$ cat src/rtl/spi_master_tx.sv
// SPI mode-0 transmit master: one DATA_W-bit word per frame, MSB first, SCLK period 2*CLK_DIV clk cycles.
// Optional miso capture is built when SPI_MASTER_TX_MISO_CAPTURE_EN is defined; otherwise rx outputs are tied to 0.
module spi_master_tx #(
    parameter int DATA_W  = 4,
    parameter int CLK_DIV = 4
) (
    input  logic              clk,
    input  logic              reset,
    input  logic [DATA_W-1:0] tx_data_in,
    input  logic              tx_valid_in,
    output logic              tx_ready_out,
    output logic              sclk_out,
    output logic              mosi_out,
    output logic              ss_n_out,
    input  logic              miso_in,
    output logic [DATA_W-1:0] rx_data_out,
    output logic              rx_valid_out
);

    localparam int CNT_W = (CLK_DIV > 1) ? $clog2(CLK_DIV) : 1;
    localparam int BIT_W = (DATA_W > 1) ? $clog2(DATA_W) : 1;
    localparam logic [CNT_W-1:0] DIV_LAST = CNT_W'(CLK_DIV - 1);
    // GAP is one cycle shorter than CLK_DIV: together with the single IDLE
    // accept cycle, ss_n stays high exactly CLK_DIV cycles between held frames.
    localparam logic [CNT_W-1:0] GAP_LAST = CNT_W'((CLK_DIV > 1) ? CLK_DIV - 2 : 0);
    localparam logic [BIT_W-1:0] BIT_LAST = BIT_W'(DATA_W - 1);

    typedef enum logic [2:0] {IDLE, SETUP, SHIFT, HOLD, GAP} state_t;

    state_t            state, state_nxt;
    logic [CNT_W-1:0]  div_cnt, div_cnt_nxt;
    logic [BIT_W-1:0]  bit_cnt, bit_cnt_nxt;
    logic              sclk_q, sclk_nxt;
    logic [DATA_W-1:0] tx_shreg, tx_shreg_nxt;
    logic              div_end;
    logic              sclk_rise;
    logic              frame_done;
    logic              ss_active;

    assign div_end   = (div_cnt == DIV_LAST);
    assign ss_active = (state == SETUP) || (state == SHIFT) || (state == HOLD);

    assign tx_ready_out = (state == IDLE);
    assign ss_n_out     = !ss_active;
    assign sclk_out     = sclk_q;
    assign mosi_out     = ss_active & tx_shreg[DATA_W-1];

    always_ff @(posedge clk or posedge reset) begin
        if (reset) begin
            state    <= IDLE;
            div_cnt  <= '0;
            bit_cnt  <= '0;
            sclk_q   <= 1'b0;
            tx_shreg <= '0;
        end else begin
            state    <= state_nxt;
            div_cnt  <= div_cnt_nxt;
            bit_cnt  <= bit_cnt_nxt;
            sclk_q   <= sclk_nxt;
            tx_shreg <= tx_shreg_nxt;
        end
    end

    always_comb begin
        state_nxt    = state;
        div_cnt_nxt  = div_cnt;
        bit_cnt_nxt  = bit_cnt;
        sclk_nxt     = sclk_q;
        tx_shreg_nxt = tx_shreg;
        sclk_rise    = 1'b0;
        frame_done   = 1'b0;
        case (state)
            IDLE: begin
                if (tx_valid_in) begin
                    state_nxt    = SETUP;
                    div_cnt_nxt  = '0;
                    bit_cnt_nxt  = '0;
                    tx_shreg_nxt = tx_data_in;
                end
            end
            SETUP: begin
                if (div_end) begin
                    state_nxt   = SHIFT;
                    div_cnt_nxt = '0;
                end else begin
                    div_cnt_nxt = div_cnt + 1'b1;
                end
            end
            SHIFT: begin
                if (div_end) begin
                    div_cnt_nxt = '0;
                    sclk_nxt    = !sclk_q;
                    // mosi advances on the same edge that drops sclk, so every bit
                    // is settled for a full low phase before the slave samples it.
                    if (!sclk_q) begin
                        sclk_rise = 1'b1;
                    end else if (bit_cnt == BIT_LAST) begin
                        state_nxt = HOLD;
                    end else begin
                        bit_cnt_nxt  = bit_cnt + 1'b1;
                        tx_shreg_nxt = tx_shreg << 1;
                    end
                end else begin
                    div_cnt_nxt = div_cnt + 1'b1;
                end
            end
            HOLD: begin
                if (div_end) begin
                    frame_done  = 1'b1;
                    div_cnt_nxt = '0;
                    state_nxt   = (CLK_DIV == 1) ? IDLE : GAP;
                end else begin
                    div_cnt_nxt = div_cnt + 1'b1;
                end
            end
            GAP: begin
                if (div_cnt == GAP_LAST) begin
                    state_nxt   = IDLE;
                    div_cnt_nxt = '0;
                end else begin
                    div_cnt_nxt = div_cnt + 1'b1;
                end
            end
            default: state_nxt = IDLE;
        endcase
    end

`ifdef SPI_MASTER_TX_MISO_CAPTURE_EN
    logic [DATA_W-1:0] rx_shreg;
    logic [DATA_W-1:0] rx_data_q;
    logic              rx_valid_q;

    // The pulse is registered off the HOLD-exit edge, so it lands on the first ss_n-high cycle.
    always_ff @(posedge clk or posedge reset) begin
        if (reset) begin
            rx_shreg   <= '0;
            rx_data_q  <= '0;
            rx_valid_q <= 1'b0;
        end else begin
            rx_valid_q <= frame_done;
            if (sclk_rise) begin
                rx_shreg <= (rx_shreg << 1) | DATA_W'(miso_in);
            end
            if (frame_done) begin
                rx_data_q <= rx_shreg;
            end
        end
    end

    assign rx_data_out  = rx_data_q;
    assign rx_valid_out = rx_valid_q;
`else
    logic unused_rx;
    assign unused_rx    = ^{miso_in, sclk_rise, frame_done};
    assign rx_data_out  = '0;
    assign rx_valid_out = 1'b0;
`endif

endmodule

$ cat config.mk
export PLATFORM = sky130hd
export DESIGN_NAME = spi_master_tx
export DESIGN_NICKNAME = d
export VERILOG_FILES = /design/src/rtl/spi_master_tx.sv
export SDC_FILE = /design/constraint.sdc
export NUM_CORES = 1
export LEC_CHECK = 0
export BUFFER_PORTS_ARGS = -buffer_cell sky130_fd_sc_hd__clkbuf_2
export CORE_MARGIN = 5
export CORE_UTILIZATION = 30
export DETAILED_ROUTE_END_ITERATION = 12
export GPL_TIMING_DRIVEN = 0
export PLACE_DENSITY = 0.57
export SLEW_MARGIN = 5
export SYNTH_ARGS = -nofsm -noshare
export SYNTH_HDL_FRONTEND = slang
export SYNTH_SLANG_ARGS = --single-unit
$ cat constraint.sdc
create_clock -name clk -period 2.2 [get_ports clk]
set_clock_uncertainty 0.2 [all_clocks]
set_input_delay 0.11 -clock clk [delete_from_list [all_inputs] [get_ports clk]]
set_output_delay 0.11 -clock clk [all_outputs]
set_load 0.005 [all_outputs]
==> results.yml, run 1 <==
power:
  clockPowerShare_pct: 15.5
  power_frac_comb_pct: 51.1
  p_sw_share_pct: 37.19
  leakage_nw: 0.4551
  irDropWorstVdd_v: 0.0007126
  power_density_nw_per_um2: 1220
  p_switching_uw: 427.1
  p_seq_share_pct: 33.4
  finalPower_mw: 1.148
  p_int_uw: 721.2
logic_synthesis:
  synth_top_cell_area_share_pct: 39.41
  ys_ff_latch: 12
  synthCells: 71
  synthArstFlopShare_pct: 100.0
  synth_edf_count: 0
  ys_warn_count: 0
  ys_seq_area_share_pct: 39.41
  synth_most_common_cell: "dfrtp_1"
  synth_area_leaders: "dfrtp_1 (39%), mux2_2 (12%), ha_1 (8.2%), buf_4 (4.9%), a2111oi_4 (3.6%)"
  postSynthAreaPerCell_um2: 10.73
  synthTopCellsByCount: "dfrtp_1 (12), mux2_2 (8), inv_1 (7)"
  yosysUniqueCellTypes: 27
  yosys_most_used_dff: "dfrtp_1"
  synth_largest_area_cell: "dfrtp_1"
  syn_area_um2: 762.0
timing:
  finalCritPeriodShare_pct: 93.46
  relSlewSlack_pct: 64.36
  slew_viol_final: 0
  max_freq_mhz: 486.4
  layout_setup_ws_ns: 0.1439
  rsz0062_at_grt: "false"
  setup_tns_ns: 0
  worst_pin_slew_ns: 0.5346
  setup_violations: 0
  hold_viol_final: 0
  period_needed_ns: 2.056
route:
  avgViaCountPerCell: 4.366
  drt_iter0_markers: 5
  vias: 537
  postRouteAntennaNets: 0
  wl_um: 1379
  post_drt_wl_per_cell_um: 11.21
  drt_first_pass_iters: 3
  drc_errors: 0
outcome:
  status: "finished clean"
critical_path:
  critPathTopFamily: "compound AO/OA/AOI/OAI gates"
  startpoint_type: "flip-flop"
  arrival_ns: 2.02
  end_kind: "flip-flop"
  critPathMaxFanout: 6
  path_cells: "ha_1 > nand2b_2 > a2111oi_4 > mux2_2"
  rr_worst_depth: 4
  slowest_stage: "a2111oi_4"
  crit_type: "reg2reg"
  r2r_slack_ns: 0.14
  crit_path_max_incr_delay_ns: 0.52
  r2r-start: "div_cnt[0]"
  worst-path-buf-inv: 0
  r2r_end: "tx_shreg[2]"
  crit_required_ns: 2.16
place:
  gp_congestion: 0.7347
  numPortBuffers: 10
  hpwlAfterDp_um: 1035
  place_ws_ns: 0.07380
finish:
  nNetsFinal: 107
  diodes: 0
  syn_to_final_growth_pct: 23.48
  drive_gt1_share_pct: 36.56
  fin_util_pct: 38.33
clock_network:
  cts_sinks: 12
  cts_tree: "done"
  ctsResizeCount: 0
  htreeDepth: 1
  insertion_delay_ns: 0.27
  cts.reportedPaths.clkPinSlew_ns: 0.08
  cts_root_buffer: "clkbuf_4"
  numCtsBuffers: 3
  cts_buffer_depth: 2
  post-cts-setup-buffer-count: 0
floorplanning:
  die_width_um: 60.40
  fp.dieArea_um2: 3648
  die_h_um: 60.40
  core_um2: 2455
  start_util_pct: 31.04
  ioPinCount: 17
  rows: 18
global_route:
  antenna_found_initial: 0
  grt_max_degree: 13
  grt_first_pass_wirelength_um: 2511
  overflow: 0
  grt_pass1_vias: 564
  track_usage_pct: 9.219
min_path:
  hold_path_startpoint: "tx_data_in[3]"
  hold_end: "tx_shreg[3]"
  min_path_cells: 3
  hold_class: "in2reg"
job:
  max_cap_viol_count: 0
==> power by group through the flow <==
stage / clock [mW] / sequential, mW / combinational (mW)
after global placement: 0 / 0.381 / 0.571
after floorplan: 0 / 0.372 / 0.458
after CTS: 0.185 / 0.385 / 0.600
final: 0.178 / 0.383 / 0.587
after global routing: 0.196 / 0.398 / 0.661
after detailed placement: 0 / 0.388 / 0.589
==> cell type report <==
| class | count | area [um^2] |
|---|---|---|
| Fill cell | 246 | 1514 |
| Multi-Input combinational cell | 48 | 392.9 |
| Sequential cell | 12 | 300.3 |
| Timing Repair Buffer | 14 | 90.09 |
| Buffer | 8 | 57.56 |
| Tap cell | 30 | 37.54 |
| Clock buffer | 4 | 36.28 |
| Inverter | 7 | 26.28 |
==> per-layer routing <==
metal / wire, um / global-route usage [%] / vias to the layer above
li1: - / - / 275
met1: 582 / 11.01 / 251
met2: 715 / 15.43 / 9
met3: 65 / 2.766 / 2
met4: 15 / 3.797 / 0
met5: 0 / 0 / -
==> per-stage QoR <==
step,instance area [um^2],hold WS (ns),instances
4_1_cts,940.9,0.01356,123
3_3_place_gp,864.6,-0.07531,115
3_5_place_dp,864.6,-0.06253,115
6_report,940.9,0.004682,123
5_1_grt,940.9,0.003699,123
2_1_floorplan,777.0,-0.2253,75
==> worst register-to-register path, cell delays in order (launching register included) <==
cell and delay, ns:
dfrtp_1 0.42, ha_1 0.30, nand2b_2 0.10, a2111oi_4 0.52
mux2_2 0.40
==> cell families after synthesis <==
| group | Yosys count | share of synthesized area [%] |
|---|---|---|
| AOI/OAI and AO/OA | 7 | 10.18 |
| xor gates and xnor gates | 2 | 2.299 |
| and+or+nand+nor | 19 | 13.96 |
| DFF | 12 | 39.41 |
| other | 1 | 0.4921 |
| adders and majority gates | 5 | 8.210 |
| muxes | 10 | 14.45 |
| buffers and inverters | 15 | 11.00 |
==> placed cells by master (no fill, tap or decap), types with 2 or more instances in the layout <==
| master | n |
|---|---|
| and3_1 | 2 |
| dlygate4sd3_1 | 4 |
| mux2i_1 | 2 |
| clkbuf_4 | 3 |
| nor2_1 | 4 |
| buf_4 | 5 |
| mux2_2 | 8 |
| a221o_1 | 2 |
| clkbuf_2 | 10 |
| inv_1 | 7 |
| dfrtp_1 | 12 |
| conb_1 | 5 |
| xnor2_1 | 2 |
| nand2_1 | 5 |
| ha_1 | 5 |
| nor2b_1 | 2 |
==> registers in the layout, summed over array words and instances (netlist names) <==
register	flops
div_cnt	2
sclk_out	1
tx_shreg	4
state	3
bit_cnt	2
==> worst max-delay path by stage <==
stage | start | to | slack (ns) | cells after the start
floorplan | bit_cnt[0] | bit_cnt[0] | 0.25 | 4
global placement | div_cnt[0] | tx_shreg[1] | 0.10 | 4
detailed placement | div_cnt[0] | tx_shreg[3] | 0.07 | 4
CTS | div_cnt[0] | tx_shreg[3] | 0.06 | 4
global route | div_cnt[0] | tx_shreg[2] | 0.05 | 4
finish | div_cnt[0] | tx_shreg[2] | 0.14 | 4
==> repair_timing <==
| item | in CTS | in global routing |
|---|---|---|
| hold buffers | 4 | 0 |
| setup endpoints to repair | 0 | 1 |
| endpoints found under the hold margin | 15 | 0 |
Note: power is estimated with default switching activity, not from simulation.
==> inputs of run 2 (changes only) <==
- CORE_ASPECT_RATIO: unset -> 1.25
==> results.yml, run 2 (synthesis results as in run 1) <==
timing:
  setup_violations: 0
  slew_viol_final: 0
  hold_viol_final: 0
  hold_ws_ns: 0.004107
  relSlewSlack_pct: 64.61
  period_needed_ns: 2.072
  rsz0062_at_grt: "false"
  setup_tns_ns: 0
  max_freq_mhz: 482.6
  worst_pin_slew_ns: 0.5308
  finalCritPeriodShare_pct: 94.18
global_route:
  grt_first_pass_wirelength_um: 2463
  grt_pass1_vias: 576
  track_usage_pct: 9.353
  antenna_found_initial: 0
  overflow: 0
  grt_max_degree: 13
clock_network:
  cts_buffer_depth: 2
  insertion_delay_ns: 0.27
  numCtsBuffers: 3
  cts.reportedPaths.clkPinSlew_ns: 0.07
  cts_sinks: 12
  cts_root_buffer: "clkbuf_4"
  htreeDepth: 1
  post-cts-setup-buffer-count: 0
  cts_tree: "done"
place:
  hpwlAfterDp_um: 1047
  gp_congestion: 0.7841
  numPortBuffers: 10
finish:
  fill_cells: 265
  multi_input_area_um2: 392.9
  seqCellArea_um2: 300.3
  syn_to_final_growth_pct: 22.17
  diodes: 0
  final_cell_mix: "dfrtp_1 (12), clkbuf_2 (10), mux2_2 (8)"
  reg.largest.list: "tx_shreg (4), state (3)"
  top_register: "tx_shreg"
  largest_reg_flops: 4
  drive_gt1_share_pct: 35.87
  final_common_cell: "dfrtp_1"
  nNetsFinal: 107
critical_path:
  startpoint_type: "flip-flop"
  crit_type: "reg2reg"
  crit_required_ns: 2.16
  critPathMaxFanout: 6
  arrival_ns: 2.03
  r2r_slack_ns: 0.13
  end_kind: "flip-flop"
  r2r_end: "bit_cnt[0]"
  rr_worst_depth: 4
  r2r-start: "div_cnt[0]"
floorplanning:
  rows: 20
  die_width_um: 55.08
  core_um2: 2427
  die_h_um: 66.35
  ioPinCount: 17
  fp.dieArea_um2: 3654
  start_util_pct: 31.39
job:
  max_cap_viol_count: 0
route:
  drc_errors: 0
  avgViaCountPerCell: 4.288
  drt_first_pass_iters: 4
  drt_iter0_markers: 12
  post_drt_wl_per_cell_um: 10.79
  postRouteAntennaNets: 0
  wl_um: 1349
  vias: 536
power:
  power_density_nw_per_um2: 1182
  leakage_nw: 0.4479
  irDropWorstVdd_v: 0.0005319
min_path:
  min_path_cells: 3
  hold_end: "tx_shreg[3]"
  hold_path_startpoint: "tx_data_in[3]"
  hold_class: "in2reg"
outcome:
  status: "finished clean"
## run 2: cell types whose count changed in the layout (fill, tap and decap cells not counted), sizes merged
cell,before,now
clkbuf,14,13
## run 2: what timing repair did
| item | in CTS | in global routing |
|---|---|---|
| setup endpoints to repair | 0 | 5 |
| endpoints found under the hold margin | 15 | 0 |
| resized for setup | 0 | 0 |
| hold buffers | 4 | 0 |
## run 2: worst max path at each step
stage / slack, ns / to / cells past startpoint / from
floorplan: 0.25 / bit_cnt[0] / 4 / bit_cnt[0]
global placement: 0.08 / tx_shreg[3] / 4 / div_cnt[0]
detailed placement: 0.07 / bit_cnt[0] / 4 / div_cnt[0]
CTS: 0.05 / bit_cnt[0] / 4 / div_cnt[0]
global route: 0.02 / bit_cnt[0] / 4 / div_cnt[0]
finish: 0.13 / bit_cnt[0] / 4 / div_cnt[0]
## run 2: worst max-delay path, stage by stage, from the launching register on
cell and delay (ns):
dfrtp_1 0.43, ha_1 0.31, nand2b_2 0.10, a2111oi_4 0.52
mux2_2 0.40
## run 2: final cells by class
| cell class | count | share of cell area, % |
|---|---|---|
| Multi-Input combinational cell | 48 | 42.20 |
| Clock buffer | 3 | 2.419 |
| Sequential cell | 12 | 32.26 |
| Buffer | 8 | 6.183 |
| Timing Repair Buffer | 14 | 9.677 |
| Inverter | 7 | 2.823 |
| Tap cell | 33 | 4.435 |
## run 2: power breakdown
group | switching, mW | internal (mW)
clock | 0.0719 | 0.0633
combinational | 0.282 | 0.300
sequential | 0.0623 | 0.320
## run 2: per-layer routing
layer  global-route usage, %  share of wire (%)  vias up
li1                        -                  -      271
met1                   11.08                 45      251
met2                   15.24                 49       12
met3                   2.257                5.6        2
met4                   4.559               0.74        0
met5                       0                  0        -
## run 2: per-stage QoR
stage,power (mW),std cells,utilization [%],instance area [um^2],worst slack (ns)
global placement,0.9535,118,35.77,868.3,0.07853
CTS,1.122,125,38.35,930.9,0.05211
global route,1.223,125,38.35,930.9,0.01828
finish,1.100,125,38.35,930.9,0.1280
floorplan,0.8294,75,-,777.0,0.2450
detailed placement,0.9775,118,35.77,868.3,0.07235
